`src/rtl/pacoblaze_pc_sequencer_pkg.sv`:
```
// Shared defaults, phase/stack encodings and op-priority decode for the PacoBlaze PC sequencer.
package pacoblaze_pc_sequencer_pkg;

  localparam int unsigned ADDR_WIDTH_DEF   = 10;
  localparam int unsigned STACK_DEPTH_DEF  = 5;
  localparam int unsigned RESET_VECTOR_DEF = 0;

  typedef enum logic {
    PHASE_FETCH   = 1'b0,
    PHASE_EXECUTE = 1'b1
  } phase_e;

  localparam logic STACK_PUSH = 1'b1;
  localparam logic STACK_POP  = 1'b0;

  typedef enum logic [2:0] {
    OpNone,
    OpCall,
    OpJump,
    OpReturn,
    OpReturni,
    OpInten
  } op_sel_e;

  // Several op_* at once is an illegal decode; resolve it deterministically.
  function automatic op_sel_e op_select(input logic call, input logic jump, input logic ret,
                                        input logic reti, input logic inten);
    if (call)       return OpCall;
    else if (jump)  return OpJump;
    else if (ret)   return OpReturn;
    else if (reti)  return OpReturni;
    else if (inten) return OpInten;
    return OpNone;
  endfunction

endpackage

```
`src/rtl/pacoblaze_pc_sequencer_if.sv`:
```
// Sequencer <-> call/return stack control and data bus.
interface pacoblaze_pc_sequencer_if #(
  parameter int unsigned ADDR_WIDTH = 10
);
  logic                  stack_write_enable;
  logic                  stack_update_enable;
  logic                  stack_push_pop;
  logic [ADDR_WIDTH-1:0] stack_data_in;
  logic [ADDR_WIDTH-1:0] stack_data_out;

  modport master (
    output stack_write_enable,
    output stack_update_enable,
    output stack_push_pop,
    output stack_data_in,
    input  stack_data_out
  );

  modport slave (
    input  stack_write_enable,
    input  stack_update_enable,
    input  stack_push_pop,
    input  stack_data_in,
    output stack_data_out
  );
endinterface

```
`src/rtl/pacoblaze_stack_guard.sv`:
```
// Stack occupancy tracker with sticky overflow/underflow flags; saturates at both bounds.
module pacoblaze_stack_guard
  import pacoblaze_pc_sequencer_pkg::*;
#(
  parameter int unsigned STACK_DEPTH = STACK_DEPTH_DEF
) (
  input  logic clk,
  input  logic reset,
  input  logic push_i,
  input  logic pop_i,
  output logic overflow_o,
  output logic underflow_o
);

  localparam logic [STACK_DEPTH:0] Full = {1'b1, {STACK_DEPTH{1'b0}}};
  localparam logic [STACK_DEPTH:0] One  = {{STACK_DEPTH{1'b0}}, 1'b1};

  logic [STACK_DEPTH:0] count_q, count_d;
  logic                 overflow_q, overflow_d;
  logic                 underflow_q, underflow_d;

  always_comb begin
    count_d     = count_q;
    overflow_d  = overflow_q;
    underflow_d = underflow_q;
    if (push_i) begin
      if (count_q == Full) overflow_d = 1'b1;
      else                 count_d    = count_q + One;
    end else if (pop_i) begin
      if (count_q == '0) underflow_d = 1'b1;
      else               count_d     = count_q - One;
    end
  end

  always_ff @(posedge clk) begin
    if (reset) begin
      count_q     <= '0;
      overflow_q  <= 1'b0;
      underflow_q <= 1'b0;
    end else begin
      count_q     <= count_d;
      overflow_q  <= overflow_d;
      underflow_q <= underflow_d;
    end
  end

  assign overflow_o  = overflow_q;
  assign underflow_o = underflow_q;

endmodule

```
`src/rtl/pacoblaze_pc_sequencer.sv`:
```
// PacoBlaze program counter, two-phase sequencer and interrupt entry; drives the call/return stack.
// Define PACOBLAZE_STACK_CHECK_EN to add stack occupancy checking and overflow/underflow flags.
module pacoblaze_pc_sequencer
  import pacoblaze_pc_sequencer_pkg::*;
#(
  parameter int unsigned           ADDR_WIDTH   = ADDR_WIDTH_DEF,
  parameter logic [ADDR_WIDTH-1:0] RESET_VECTOR = ADDR_WIDTH'(RESET_VECTOR_DEF),
  parameter logic [ADDR_WIDTH-1:0] INT_VECTOR   = '1,
  parameter int unsigned           STACK_DEPTH  = STACK_DEPTH_DEF
) (
  input  logic                  clk,
  input  logic                  reset,
  input  logic                  op_jump_i,
  input  logic                  op_call_i,
  input  logic                  op_return_i,
  input  logic                  op_returni_i,
  input  logic                  returni_ie_i,
  input  logic                  op_inten_i,
  input  logic                  inten_value_i,
  input  logic                  cond_true_i,
  input  logic [ADDR_WIDTH-1:0] target_addr_i,
  input  logic                  interrupt_i,
  output logic [ADDR_WIDTH-1:0] pc_o,
  output logic                  phase_o,
  output logic                  execute_enable_o,
  output logic                  interrupt_ack_o,
  output logic                  ie_o,
`ifdef PACOBLAZE_STACK_CHECK_EN
  output logic                  stack_overflow_o,
  output logic                  stack_underflow_o,
`endif
  pacoblaze_pc_sequencer_if.master stack_if
);

  localparam logic [ADDR_WIDTH-1:0] PcOne = ADDR_WIDTH'(1);

  phase_e                phase_q, phase_d;
  logic [ADDR_WIDTH-1:0] pc_q, pc_d;
  logic                  ie_q, ie_d;
  logic                  int_pending_q, int_pending_d;
  logic                  push, pop, ack, exec_en;
  op_sel_e               op_sel;

  assign op_sel = op_select(op_call_i, op_jump_i, op_return_i, op_returni_i, op_inten_i);

  always_comb begin
    phase_d       = (phase_q == PHASE_FETCH) ? PHASE_EXECUTE : PHASE_FETCH;
    pc_d          = pc_q;
    ie_d          = ie_q;
    int_pending_d = int_pending_q;
    push          = 1'b0;
    pop           = 1'b0;
    ack           = 1'b0;
    exec_en       = 1'b0;
    if (phase_q == PHASE_FETCH) begin
      int_pending_d = interrupt_i & ie_q;
    end else begin
      int_pending_d = 1'b0;
      if (int_pending_q) begin
        // Preempted instruction is pushed so RETURNI resumes it rather than its successor.
        push = 1'b1;
        pc_d = INT_VECTOR;
        ie_d = 1'b0;
        ack  = 1'b1;
      end else begin
        exec_en = 1'b1;
        pc_d    = pc_q + PcOne;
        case (op_sel)
          OpCall: begin
            if (cond_true_i) begin
              push = 1'b1;
              pc_d = target_addr_i;
            end
          end
          OpJump: begin
            if (cond_true_i) pc_d = target_addr_i;
          end
          OpReturn: begin
            if (cond_true_i) begin
              pop  = 1'b1;
              pc_d = stack_if.stack_data_out + PcOne;
            end
          end
          OpReturni: begin
            pop  = 1'b1;
            pc_d = stack_if.stack_data_out;
            ie_d = returni_ie_i;
          end
          OpInten: ie_d = inten_value_i;
          default: ;
        endcase
      end
    end
  end

  always_ff @(posedge clk) begin
    if (reset) begin
      phase_q       <= PHASE_FETCH;
      pc_q          <= RESET_VECTOR;
      ie_q          <= 1'b0;
      int_pending_q <= 1'b0;
    end else begin
      phase_q       <= phase_d;
      pc_q          <= pc_d;
      ie_q          <= ie_d;
      int_pending_q <= int_pending_d;
    end
  end

  // Strobes are masked during reset so an abandoned instruction never touches the stack.
  logic push_gated, pop_gated;
  assign push_gated = push & ~reset;
  assign pop_gated  = pop & ~reset;

  assign stack_if.stack_write_enable  = push_gated;
  assign stack_if.stack_update_enable = push_gated | pop_gated;
  assign stack_if.stack_push_pop      = push_gated ? STACK_PUSH : STACK_POP;
  assign stack_if.stack_data_in       = pc_q;

  assign pc_o             = pc_q;
  assign phase_o          = phase_q;
  assign execute_enable_o = exec_en & ~reset;
  assign interrupt_ack_o  = ack & ~reset;
  assign ie_o             = ie_q;

`ifdef PACOBLAZE_STACK_CHECK_EN
  pacoblaze_stack_guard #(
    .STACK_DEPTH(STACK_DEPTH)
  ) u_stack_guard (
    .clk        (clk),
    .reset      (reset),
    .push_i     (push_gated),
    .pop_i      (pop_gated),
    .overflow_o (stack_overflow_o),
    .underflow_o(stack_underflow_o)
  );
`endif

endmodule

```
`src/flat_wrapper.sv`:
```
// flat-port wrapper written by rule: the top's interface ports become plain ports
module pacoblaze_pc_sequencer_flat import pacoblaze_pc_sequencer_pkg::*;
#(
  parameter int unsigned           ADDR_WIDTH   = ADDR_WIDTH_DEF,
  parameter logic [ADDR_WIDTH-1:0] RESET_VECTOR = ADDR_WIDTH'(RESET_VECTOR_DEF),
  parameter logic [ADDR_WIDTH-1:0] INT_VECTOR   = '1,
  parameter int unsigned           STACK_DEPTH  = STACK_DEPTH_DEF
)
  (clk, reset, op_jump_i, op_call_i, op_return_i, op_returni_i, returni_ie_i, op_inten_i, inten_value_i, cond_true_i, target_addr_i, interrupt_i, pc_o, phase_o, execute_enable_o, interrupt_ack_o, ie_o, stack_if_stack_write_enable, stack_if_stack_update_enable, stack_if_stack_push_pop, stack_if_stack_data_in, stack_if_stack_data_out);
  pacoblaze_pc_sequencer_if #(.ADDR_WIDTH(ADDR_WIDTH)) stack_if_i ();
  input  logic clk;
  input  logic reset;
  input  logic op_jump_i;
  input  logic op_call_i;
  input  logic op_return_i;
  input  logic op_returni_i;
  input  logic returni_ie_i;
  input  logic op_inten_i;
  input  logic inten_value_i;
  input  logic cond_true_i;
  input  logic [ADDR_WIDTH-1:0] target_addr_i;
  input  logic interrupt_i;
  output logic [ADDR_WIDTH-1:0] pc_o;
  output logic phase_o;
  output logic execute_enable_o;
  output logic interrupt_ack_o;
  output logic ie_o;
  output wire logic [$bits(stack_if_i.stack_write_enable)-1:0] stack_if_stack_write_enable;
  output wire logic [$bits(stack_if_i.stack_update_enable)-1:0] stack_if_stack_update_enable;
  output wire logic [$bits(stack_if_i.stack_push_pop)-1:0] stack_if_stack_push_pop;
  output wire logic [$bits(stack_if_i.stack_data_in)-1:0] stack_if_stack_data_in;
  input wire logic [$bits(stack_if_i.stack_data_out)-1:0] stack_if_stack_data_out;
  assign stack_if_stack_write_enable = stack_if_i.stack_write_enable;
  assign stack_if_stack_update_enable = stack_if_i.stack_update_enable;
  assign stack_if_stack_push_pop = stack_if_i.stack_push_pop;
  assign stack_if_stack_data_in = stack_if_i.stack_data_in;
  assign stack_if_i.stack_data_out = stack_if_stack_data_out;
  pacoblaze_pc_sequencer #(.ADDR_WIDTH(ADDR_WIDTH), .RESET_VECTOR(RESET_VECTOR), .INT_VECTOR(INT_VECTOR), .STACK_DEPTH(STACK_DEPTH)) u_core (.clk(clk), .reset(reset), .op_jump_i(op_jump_i), .op_call_i(op_call_i), .op_return_i(op_return_i), .op_returni_i(op_returni_i), .returni_ie_i(returni_ie_i), .op_inten_i(op_inten_i), .inten_value_i(inten_value_i), .cond_true_i(cond_true_i), .target_addr_i(target_addr_i), .interrupt_i(interrupt_i), .pc_o(pc_o), .phase_o(phase_o), .execute_enable_o(execute_enable_o), .interrupt_ack_o(interrupt_ack_o), .ie_o(ie_o), .stack_if(stack_if_i));
endmodule
```
`config.mk`:
```
export PLATFORM = sky130hd
export DESIGN_NAME = pacoblaze_pc_sequencer_flat
export DESIGN_NICKNAME = d
export VERILOG_FILES = /design/src/rtl/pacoblaze_pc_sequencer_pkg.sv /design/src/rtl/pacoblaze_pc_sequencer_if.sv /design/src/rtl/pacoblaze_stack_guard.sv /design/src/rtl/pacoblaze_pc_sequencer.sv /design/src/flat_wrapper.sv
export SDC_FILE = /design/constraint.sdc
export NUM_CORES = 1
export LEC_CHECK = 0
export CORE_MARGIN = 3
export CORE_UTILIZATION = 39
export DETAILED_ROUTE_END_ITERATION = 7
export PLACE_DENSITY = 0.77
export SLEW_MARGIN = 30
export SYNTH_ARGS = -nofsm -noshare
export SYNTH_HDL_FRONTEND = slang
export SYNTH_SLANG_ARGS = --single-unit
```
`constraint.sdc`:
```
create_clock -name clk -period 1.82 [get_ports clk]
set_input_delay 0.364 -clock clk [delete_from_list [all_inputs] [get_ports clk]]
set_output_delay 0.364 -clock clk [all_outputs]
set_load 0.005 [all_outputs]
```
==> reports/results.tsv, run 1 <==
metric	value	unit
cts_sinks	13	
cts_hold_buffers	0	
hold_path_depth	2	
synth_cell_types	47	
place_congestion	0.866	
ir_drop	0.250	mV
grt_max_degree	17	
cts_buffers	3	
dp.cells	311	
hold_viol_final	0	
synth_fp_nets	223	
avgSynthCellArea	7.27	sq um
synth_edf_count	0	
placed_area	2190	sq um
insertion_delay	0.29	ns
worst_slew_pin_slew	0.399	ns
drt_first_pass_iters	4	
period_needed	1.76	ns
drt-total-wl	4900	microns
arrival	1.97	ns
num_rows	20	
critPathRequiredTime	2.02	ns
finalSetupViolations	0	
overflow	0	
reg2regPathDepth	4	
via_count	1797	
grt_pass1_vias	1712	
path_max_fanout	5	
areaGrowthSynthToFinish	65.9	%
power_per_cell_area	425	nW/um^2
worst_path_max_delay_cell	or4_4	
drtAntennaViolNets	0	
io_pins	58	
fin_nets	306	
die_h	65.5	microns
grt_pass1_wl	7710	microns
clock-root-buffer	clkbuf_4	
timing.rr.start	u_core.pc_o[8]	
synth_area_leader_cell	dfxtp_1	
worstHoldEndpoint	u_core.ie_o	
drv_cap	0	
fin_skew	0.00995	ns
drtIter0Drc	100	
antenna_found_initial	0	
fill_cells	292	
fp.dieArea	4290	sq um
final_cells	316	
cp_cell_sequence	inv_1 > or4_4 > a311o_1 > a221oi_2	
synth.top_cell.area_share	18.8	%
diodes	0	
async_reset_ff_share	0	%
design_area	2290	sq um
drc	0	
grt_use_total	23.3	%
final_cell_mix	44 x clkdlybuf4s50_1, 41 x buf_4, 20 x a21oi_1, 15 x o21ai_0, 14 x nor2_1	
p_leak	0.965	nW
drive_above_1_share	25.4	%
die_w	65.5	microns
cp-end-kind	flop	
seqCellArea	268	sq um
clk_pin_slew	0.09	ns
syn-cell-area	1380	sq um
final_common_cell	clkdlybuf4s50_1	
slowest_delay	0.56	ns
wl_per_cell	15.5	microns
slew_headroom	73.2	%
synth_ff_type	dfxtp_1	
finalCritPeriodShare	96.9	%
status	finished, final reports clean	
hpwl	3850	microns
syn_inst	190	
initial_core_util	43.1	%
ys_warn_count	0	
core_area	3200	sq um
ys_ff_latch	13	
synthTopCellsByArea	dfxtp_1 19%, a21oi_1 8.0%, buf_4 6.0%, xnor2_1 5.7%, o21ai_0 5.4%	
max_freq	0.567	GHz
ys_seq_area_share	18.8	%
io_buffers	57	
multi_input_area	1000	sq um
rrSetupSlack	0.06	ns
clk_path_buf_depth	2	
maxSlewViolCount	0	
hold_class	flop to flop	
timing_worst_setup_path_type	flop to flop	
hp-start	u_core.ie_o	
h-tree-depth	1	
via_per_inst	5.69	
reg2reg_to	u_core.pc_o[9]	
worstSetupStartpointType	flop	
cts_tree	built	
logic make-up (layout without fill, tap and decap cells):
family                     count (synthesis)  after routing  synth area share, %
muxes                                      2              2                 1.45
and+or+nand+nor                           59             59                 25.3
xor gates and xnor gates                  11             11                 6.98
adders and majority gates                  2              2                 1.81
AOI/OAI and AO/OA                         70             70                 33.4
DFF                                       13             13                 18.8
buffers and inverters                     33            115                 12.2
area by class of cell:
type | instances | share of cell area, %
clock buffer | 4 | 1.15
tap | 44 | 2.40
inverter | 11 | 1.80
timing repair buffer | 100 | 39.3
multi-input combinational | 144 | 43.7
sequential | 13 | 11.7
through the flow:
stage | TNS (ns) | hold WS (ns) | power, W | setup WS [ns] | util [%]
floorplan | 0 | 0.438 | 0.000534 | 0.0521 | -
global placement | -4.17 | 0.471 | 0.000772 | -0.600 | 68.5
detailed placement | -4.72 | 0.481 | 0.000779 | -0.639 | 68.5
CTS | -0.0608 | 0.489 | 0.000964 | -0.0522 | 70.5
global route | -0.00565 | 0.516 | 0.00104 | -0.00565 | 71.6
finish | 0 | 0.492 | 0.000973 | 0.0564 | 71.6
sequential cells by signal (all words and copies together) (netlist names):
register,flops
u_core.pc_o,10
u_core.ie_o,1
u_core.int_pending_q,1
u_core.phase_o,1
layer usage:
| layer | vias to the layer above | track usage (%) | wire (microns) |
|---|---|---|---|
| met5 | - | 0 | 0 |
| met4 | 0 | 8.03 | 77 |
| met3 | 8 | 5.13 | 264 |
| met2 | 62 | 40.8 | 2470 |
| met1 | 853 | 27.7 | 2090 |
| li1 | 874 | - | - |
what timing repair did:
item	CTS	global route
resized for setup	25	12
setup buffers	1	0
endpoints found under the setup margin	11	9
pin swaps	1	1
synth_stat cells (3+ instances only):
library cell / n
a21oi_1: 22
a221oi_1: 3
nand4_1: 4
nand2_1: 9
o32ai_1: 3
clkbuf_1: 8
buf_4: 11
a211oi_1: 5
or2_2: 3
inv_1: 11
nand3_1: 4
dfxtp_1: 13
a31oi_1: 5
a311o_1: 3
nand2b_1: 3
buf_2: 3
nor2_1: 15
o211ai_1: 4
xnor2_1: 9
nand3b_1: 3
o21ai_0: 15
where the power goes:
| group | total, W | internal [W] | leakage (nW) | switching (W) |
|---|---|---|---|---|
| Sequential | 0.000323 | 0.000305 | 0.109 | 0.0000180 |
| Combinational | 0.000464 | 0.000264 | 0.841 | 0.000200 |
| Clock | 0.000186 | 0.0000852 | 0.0150 | 0.000101 |
worst max-delay path: cells and delay by family (launching register included):
| family | cells | cell delay [ns] |
|---|---|---|
| compound gates | 2 | 0.64 |
| flops | 1 | 0.40 |
| buf+inv | 1 | 0.08 |
| simple gates | 1 | 0.56 |
worst max-delay path by stage:
stage,from,depth (start not counted),endpoint
6_report,u_core.pc_o[8],4,u_core.pc_o[9]
5_1_grt,op_jump_i,5,stack_if_stack_update_enable
4_1_cts,op_returni_i,5,stack_if_stack_update_enable
3_5_place_dp,op_return_i,5,stack_if_stack_update_enable
3_3_place_gp,op_return_i,5,stack_if_stack_update_enable
2_1_floorplan,op_jump_i,4,stack_if_stack_update_enable
Note: power is estimated with default switching activity, not from simulation.
==> inputs of run 2 (changes only) <==
--- a/config.mk
+++ b/config.mk
@@ -6,10 +6,12 @@
 export NUM_CORES = 1
 export LEC_CHECK = 0
 export CORE_MARGIN = 3
-export CORE_UTILIZATION = 39
+export CORE_UTILIZATION = 38
 export DETAILED_ROUTE_END_ITERATION = 7
-export PLACE_DENSITY = 0.77
+export PLACE_DENSITY = 0.76
 export SLEW_MARGIN = 30
 export SYNTH_ARGS = -nofsm -noshare
 export SYNTH_HDL_FRONTEND = slang
+export SYNTH_HIERARCHICAL = 1
 export SYNTH_SLANG_ARGS = --single-unit
+export TNS_END_PERCENT = 5
==> reports/results.tsv, run 2 <==
metric	value	unit	change
synth_ff_type	dfxtp_1		unchanged
syn-cell-area	1340	sq um	was 1380 sq um
drt-total-wl	4610	microns	was 4900 microns
synthTopCellsByArea	dfxtp_1 19%, nor2_1 6.7%, a21oi_1 6.4%, buf_4 6.2%, o21ai_0 5.2%		was dfxtp_1 19%, a21oi_1 8.0%, buf_4 6.0%, xnor2_1 5.7%, o21ai_0 5.4%
clk_path_buf_depth	2		unchanged
path_max_fanout	11		was 5
synth_area_leader_cell	dfxtp_1		unchanged
cp-end-kind	flop		unchanged
num_rows	20		unchanged
via_count	1783		was 1,797
cts_sinks	13		unchanged
die_h	65.3	microns	was 65.5 microns
fin_ws	0.0555	ns	was 0.0564 ns
hpwl	3630	microns	was 3850 microns
hold_class	flop to flop		unchanged
areaGrowthSynthToFinish	65.8	%	was 65.9%
setup_tns	0	ns	unchanged
finalSetupViolations	0		unchanged
drtAntennaViolNets	0		unchanged
largest_reg_flops	10		unchanged
final_common_cell	clkdlybuf4s50_1		unchanged
timing.rr.start	u_core/pc_o[0]		was u_core.pc_o[8]
hold_viol_final	0		unchanged
drive_above_1_share	21.7	%	was 25.4%
reg2reg_to	u_core/pc_o[8]		was u_core.pc_o[9]
cts_hold_buffers	0		unchanged
grt_pass1_wl	7320	microns	was 7710 microns
ys_seq_area_share	19.5	%	was 18.8%
insertion_delay	0.28	ns	was 0.29 ns
rsz0062_at_grt	no		
place_congestion	0.911		was 0.866
synth_edf_count	0		unchanged
wl_per_cell	14.6	microns	was 15.5 microns
max_freq	0.567	GHz	about the same
grt_max_degree	15		was 17
grt_use_total	21.5	%	was 23.3%
die_w	65.3	microns	was 65.5 microns
drc	0		unchanged
fin_skew	0.00532	ns	was 0.00995 ns
worstHoldEndpoint	u_core/ie_o		was u_core.ie_o
arrival	1.94	ns	was 1.97 ns
status	finished, final reports clean		unchanged
avgSynthCellArea	6.92	sq um	was 7.27 sq um
power_per_cell_area	426	nW/um^2	was 425 nW/um^2
initial_core_util	41.7	%	was 43.1%
ir_drop	0.360	mV	was 0.250 mV
pre_cts_ws	-0.523	ns	was -0.639 ns
synth.top_cell.area_share	19.5	%	was 18.8%
fin_nets	306		unchanged
period_needed	1.76	ns	about the same
hold_path_depth	2		unchanged
grt_pass1_vias	1632		was 1,712
io_pins	58		unchanged
clk_pin_slew	0.08	ns	was 0.09 ns
fin_util	69.2	%	was 71.6%
worst_slew_pin_slew	0.435	ns	was 0.399 ns
fp.dieArea	4260	sq um	was 4290 sq um
yosys.cell_count.top_type	nor2_1		was a21oi_1
ys_ff_latch	13		unchanged
antenna_found_initial	0		unchanged
via_per_inst	5.64		was 5.69
ys_warn_count	6		was 0
cts_buffers	3		unchanged
critPathRequiredTime	2.00	ns	was 2.02 ns
final_cell_mix	44 x clkdlybuf4s50_1, 37 x buf_4, 23 x nor2_1, 16 x a21oi_1, 15 x nand2_1		was 44 x clkdlybuf4s50_1, 41 x buf_4, 20 x a21oi_1, 15 x o21ai_0, 14 x nor2_1
io_buffers	57		unchanged
cts_tree	built		unchanged
drtIter0Drc	117		was 100
synth_cell_types	42		was 47
hp-start	u_core/ie_o		was u_core.ie_o
syn_inst	193		was 190
slew_headroom	70.8	%	was 73.2%
worstSetupStartpointType	input port		was flop
synth_commonest_cells	24 x nor2_1, 17 x a21oi_1, 16 x nand2_1		was 22 x a21oi_1, 15 x nor2_1, 15 x o21ai_0
synth_fp_nets	226		was 223
drv_cap	0		unchanged
diodes	0		unchanged
rrSetupSlack	0.18	ns	was 0.06 ns
finalCritPeriodShare	96.9	%	about the same
async_reset_ff_share	0	%	unchanged
overflow	0		unchanged
maxSlewViolCount	0		unchanged
clock-root-buffer	clkbuf_4		unchanged
reg2regPathDepth	6		was 4
h-tree-depth	1		unchanged
drt_first_pass_iters	4		unchanged
core_area	3200	sq um	unchanged
p_leak	0.916	nW	was 0.965 nW
timing_worst_setup_path_type	input port to flop		was flop to flop
## run 2: metrics by stage
stage	instances	instance area (sq um)	hold WS (ns)	total power, W
2_1_floorplan	193	1340	0.438	0.000522
3_3_place_gp	310	2110	0.484	0.000754
3_5_place_dp	310	2110	0.482	0.000760
4_1_cts	316	2170	0.504	0.000941
5_1_grt	316	2220	0.536	0.00101
6_report	316	2220	0.502	0.000945
## run 2: power by group
| part | leakage, nW | switching [W] | internal, W | total (W) |
|---|---|---|---|---|
| sequential | 0.108 | 0.0000271 | 0.000306 | 0.000333 |
| combinational | 0.794 | 0.000181 | 0.000253 | 0.000434 |
| clock | 0.0150 | 0.0000926 | 0.0000851 | 0.000178 |
| total | 0.916 | 0.000301 | 0.000644 | 0.000945 |
## run 2: worst max path at each step
stage / from / endpoint / slack, ns / cells past startpoint
2_1_floorplan: op_jump_i / u_core/pc_o[5] / 0.22 / 4
3_3_place_gp: op_jump_i / stack_if_stack_update_enable / -0.49 / 6
3_5_place_dp: op_jump_i / stack_if_stack_update_enable / -0.52 / 6
4_1_cts: cond_true_i / stack_if_stack_update_enable / -0.08 / 6
5_1_grt: stack_if_stack_data_out[4] / u_core/pc_o[7] / 0.0004 / 6
6_report: op_call_i / u_core/pc_o[5] / 0.06 / 6
## run 2: layout make-up
| type | instances | area, sq um |
|---|---|---|
| clock buffers | 4 | 26.3 |
| multi-input cells | 155 | 987 |
| well taps | 44 | 55.1 |
| repair buffers | 96 | 871 |
| flip-flops and latches | 13 | 262 |
| fillers | 312 | 987 |
| inverters | 4 | 15.0 |
## run 2: timing repair
action,in CTS,in global routing
setup endpoints to repair,9,10
resized for setup,13,22
buffers inserted,2,0
pin swaps,2,10
## run 2: cell families after synthesis
| logic type | count (synthesis) | synth area share, % |
|---|---|---|
| AOI/OAI and AO/OA | 64 | 31.5 |
| xor gates and xnor gates | 10 | 6.55 |
| adders and majority gates | 2 | 1.87 |
| buffers and inverters | 25 | 10.5 |
| DFF | 13 | 19.5 |
| muxes | 2 | 1.59 |
| and+or+nand+nor | 77 | 28.6 |
## run 2: per-layer routing
metal	up-vias	share of wire, %	track usage [%]
li1	860	-	-
met1	820	40	26.6
met2	97	50	37.3
met3	6	8.3	5.30
met4	0	0.78	4.92
met5	-	0	0
## run 2: worst max-delay path, stage by stage
cell and delay (ns):
dlygate4sd2_1 0.28, or2_4 0.28, buf_6 0.15, or4_4 0.46
o21a_1 0.19, o2111a_1 0.22
==> inputs of run 3 (changes only) <==
--- a/config.mk
+++ b/config.mk
@@ -6,9 +6,10 @@
 export NUM_CORES = 1
 export LEC_CHECK = 0
 export CORE_MARGIN = 3
-export CORE_UTILIZATION = 38
+export CORE_UTILIZATION = 46
 export DETAILED_ROUTE_END_ITERATION = 7
-export PLACE_DENSITY = 0.76
+export MAX_ROUTING_LAYER = met4
+export PLACE_DENSITY = 0.86
 export SLEW_MARGIN = 30
 export SYNTH_ARGS = -nofsm -noshare
 export SYNTH_HDL_FRONTEND = slang
==> constraint.sdc (replaced) <==
create_clock -name clk -period 2.1 [get_ports clk]
set_input_delay 0.42 -clock clk [delete_from_list [all_inputs] [get_ports clk]]
set_output_delay 0.42 -clock clk [all_outputs]
set_load 0.005 [all_outputs]
==> reports/results.tsv, run 3 (synthesized netlist as in run 2, its figures left out) <==
metric	value	unit	change
status	finished, final reports clean		unchanged
cts_buffers	3		unchanged
cp-end-kind	output pin		was flop
drive_above_1_share	16.6	%	was 21.7%
place_congestion	0.920		was 0.911
drc	0		unchanged
drtIter0Drc	154		was 117
maxSlewViolCount	0		unchanged
drv_cap	0		unchanged
finalCritPeriodShare	97.0	%	
areaGrowthSynthToFinish	56.9	%	was 65.8%
insertion_delay	0.28	ns	about the same
hpwl	3900	microns	was 3630 microns
arrival	1.62	ns	was 1.94 ns
final_common_cell	clkdlybuf4s50_1		unchanged
hold_viol_final	0		unchanged
grt_use_total	30.1	%	was 21.5%
die_w	59.9	microns	was 65.3 microns
core_area	2610	sq um	was 3200 sq um
globalRouteMet2Util	52.6	%	was 37.3%
antenna_found_initial	0		unchanged
rsz0062_at_grt	no		unchanged
ir_drop	0.588	mV	was 0.360 mV
fin_nets	299		was 306
critPathRequiredTime	1.68	ns	was 2.00 ns
overflow	0		unchanged
reg2reg_to	u_core/pc_o[7]		was u_core/pc_o[8]
io_buffers	57		unchanged
io_pins	58		unchanged
via_count	1807		was 1,783
clk_pin_slew	0.08	ns	about the same
clk_path_buf_depth	2		unchanged
timing_worst_setup_path_type	input port to output pin		was input port to flop
initial_core_util	51.1	%	was 41.7%
dp.cells	290		was 310
met3_usage	5.62	%	was 5.30%
final_cells	295		was 316
hold_class	flop to flop		unchanged
num_rows	18		was 20
fp.dieArea	3590	sq um	was 4260 sq um
drt-total-wl	5030	microns	was 4610 microns
met1_usage	35.0	%	was 26.6%
design_area	2100	sq um	was 2220 sq um
hold_path_depth	2		unchanged
worstSetupStartpointType	input port		unchanged
hp-start	u_core/ie_o		unchanged
worst_slew_pin_slew	0.436	ns	was 0.435 ns
cts_sinks	13		unchanged
max_freq	0.491	GHz	
power	0.000815	W	was 0.000945 W
grt_max_degree	15		unchanged
clock-root-buffer	clkbuf_4		unchanged
worst_path_max_delay_cell	clkdlybuf4s50_1		was or4_4
die_h	59.9	microns	was 65.3 microns
cts_hold_buffers	0		unchanged
timing.rr.start	u_core/pc_o[2]		was u_core/pc_o[0]
reg2regPathDepth	5		was 6
rrSetupSlack	0.38	ns	was 0.18 ns
h-tree-depth	1		unchanged
path_max_fanout	2		was 11
wl_per_cell	17.1	microns	was 14.6 microns
finalSetupViolations	0		unchanged
final_cell_mix	52 x clkdlybuf4s50_1, 32 x buf_4, 23 x nor2_1, 17 x a21oi_1, 16 x nand2_1		was 44 x clkdlybuf4s50_1, 37 x buf_4, 23 x nor2_1, 16 x a21oi_1, 15 x nand2_1
placed_area	2050	sq um	was 2110 sq um
p_leak	0.826	nW	was 0.916 nW
cp_cell_sequence	clkdlybuf4s50_1 > buf_4 > nand2_1 > nor2_2 > nor2_1 > a31oi_1 > buf_2		was dlygate4sd2_1 > or2_4 > buf_6 > or4_4 > o21a_1 > o2111a_1
period_needed	2.04	ns	
drtAntennaViolNets	0		unchanged
worstHoldEndpoint	u_core/ie_o		unchanged
power_per_cell_area	389	nW/um^2	was 426 nW/um^2
slowest_delay	0.51	ns	was 0.46 ns
diodes	0		unchanged
largest_reg_flops	10		unchanged
fin_skew	0.00189	ns	was 0.00532 ns
grt_pass1_vias	1728		was 1,632
busiest_layer	met2		unchanged
slew_headroom	70.9	%	was 70.8%
drt_first_pass_iters	6		was 4
via_per_inst	6.13		was 5.64
cts_tree	built		unchanged
grt_pass1_wl	7970	microns	was 7320 microns
run 3: cell types whose count changed in the layout (fill, tap and decap cells not counted), moves of 2 or more:
cell             previous run  this run
dlymetal6s2s_1              5         1
buf_4                      37        32
buf_6                       2         0
dlygate4sd2_1               6         3
o21ai_2                     3         0
clkdlybuf4s50_1            44        52
o21ai_0                    11        14
run 3: where the power goes:
group | total, W | switching [W] | internal [W]
Combinational | 0.000358 | 0.000151 | 0.000207
Sequential | 0.000295 | 0.0000304 | 0.000265
Clock | 0.000162 | 0.0000882 | 0.0000737
Total | 0.000815 | 0.000270 | 0.000545
run 3: timing repair:
action / 4_1_cts / 5_1_grt
setup buffers: 0 / 1
gates resized for setup: 9 / 3
setup endpoints to repair: 3 / 5
pin swaps: 1 / 2
run 3: layout make-up:
class	count	area [sq um]
fillers	179	515
inverters	4	15.0
flip-flops and latches	13	260
multi-input cells	155	953
well taps	30	37.5
repair buffers	89	805
clock buffers	4	26.3
run 3: layer usage:
metal	part of all wire, %	wire length [microns]
met5	0	0
met3	8.0	400
met4	1.9	95
met1	39	1980
met2	51	2560
run 3: worst max-delay path by stage:
stage                startpoint                            to  slack, ns  cells after the start
global route        op_return_i                u_core/pc_o[8]      0.003                      9
floorplan           op_return_i  stack_if_stack_update_enable       0.44                      5
global placement      op_jump_i  stack_if_stack_update_enable      -0.32                      6
detailed placement    op_jump_i  stack_if_stack_update_enable      -0.42                      6
CTS                       reset              execute_enable_o       0.02                      4
finish              op_return_i  stack_if_stack_update_enable       0.06                      7
run 3: worst max-delay path, delay by kind of cell:
kind | cells | cell delay (ns)
buf+inv | 3 | 0.77
simple gates | 3 | 0.27
compound gates | 1 | 0.15
run 3: stage by stage:
step / util, % / setup WS, ns / setup TNS [ns] / hold slack, ns
floorplan: - / 0.440 / 0 / 0.461
global placement: 78.5 / -0.318 / -1.26 / 0.463
detailed placement: 78.5 / -0.423 / -1.73 / 0.483
CTS: 79.5 / 0.0201 / 0 / 0.501
global route: 80.3 / 0.00315 / 0 / 0.531
finish: 80.3 / 0.0626 / 0 / 0.506
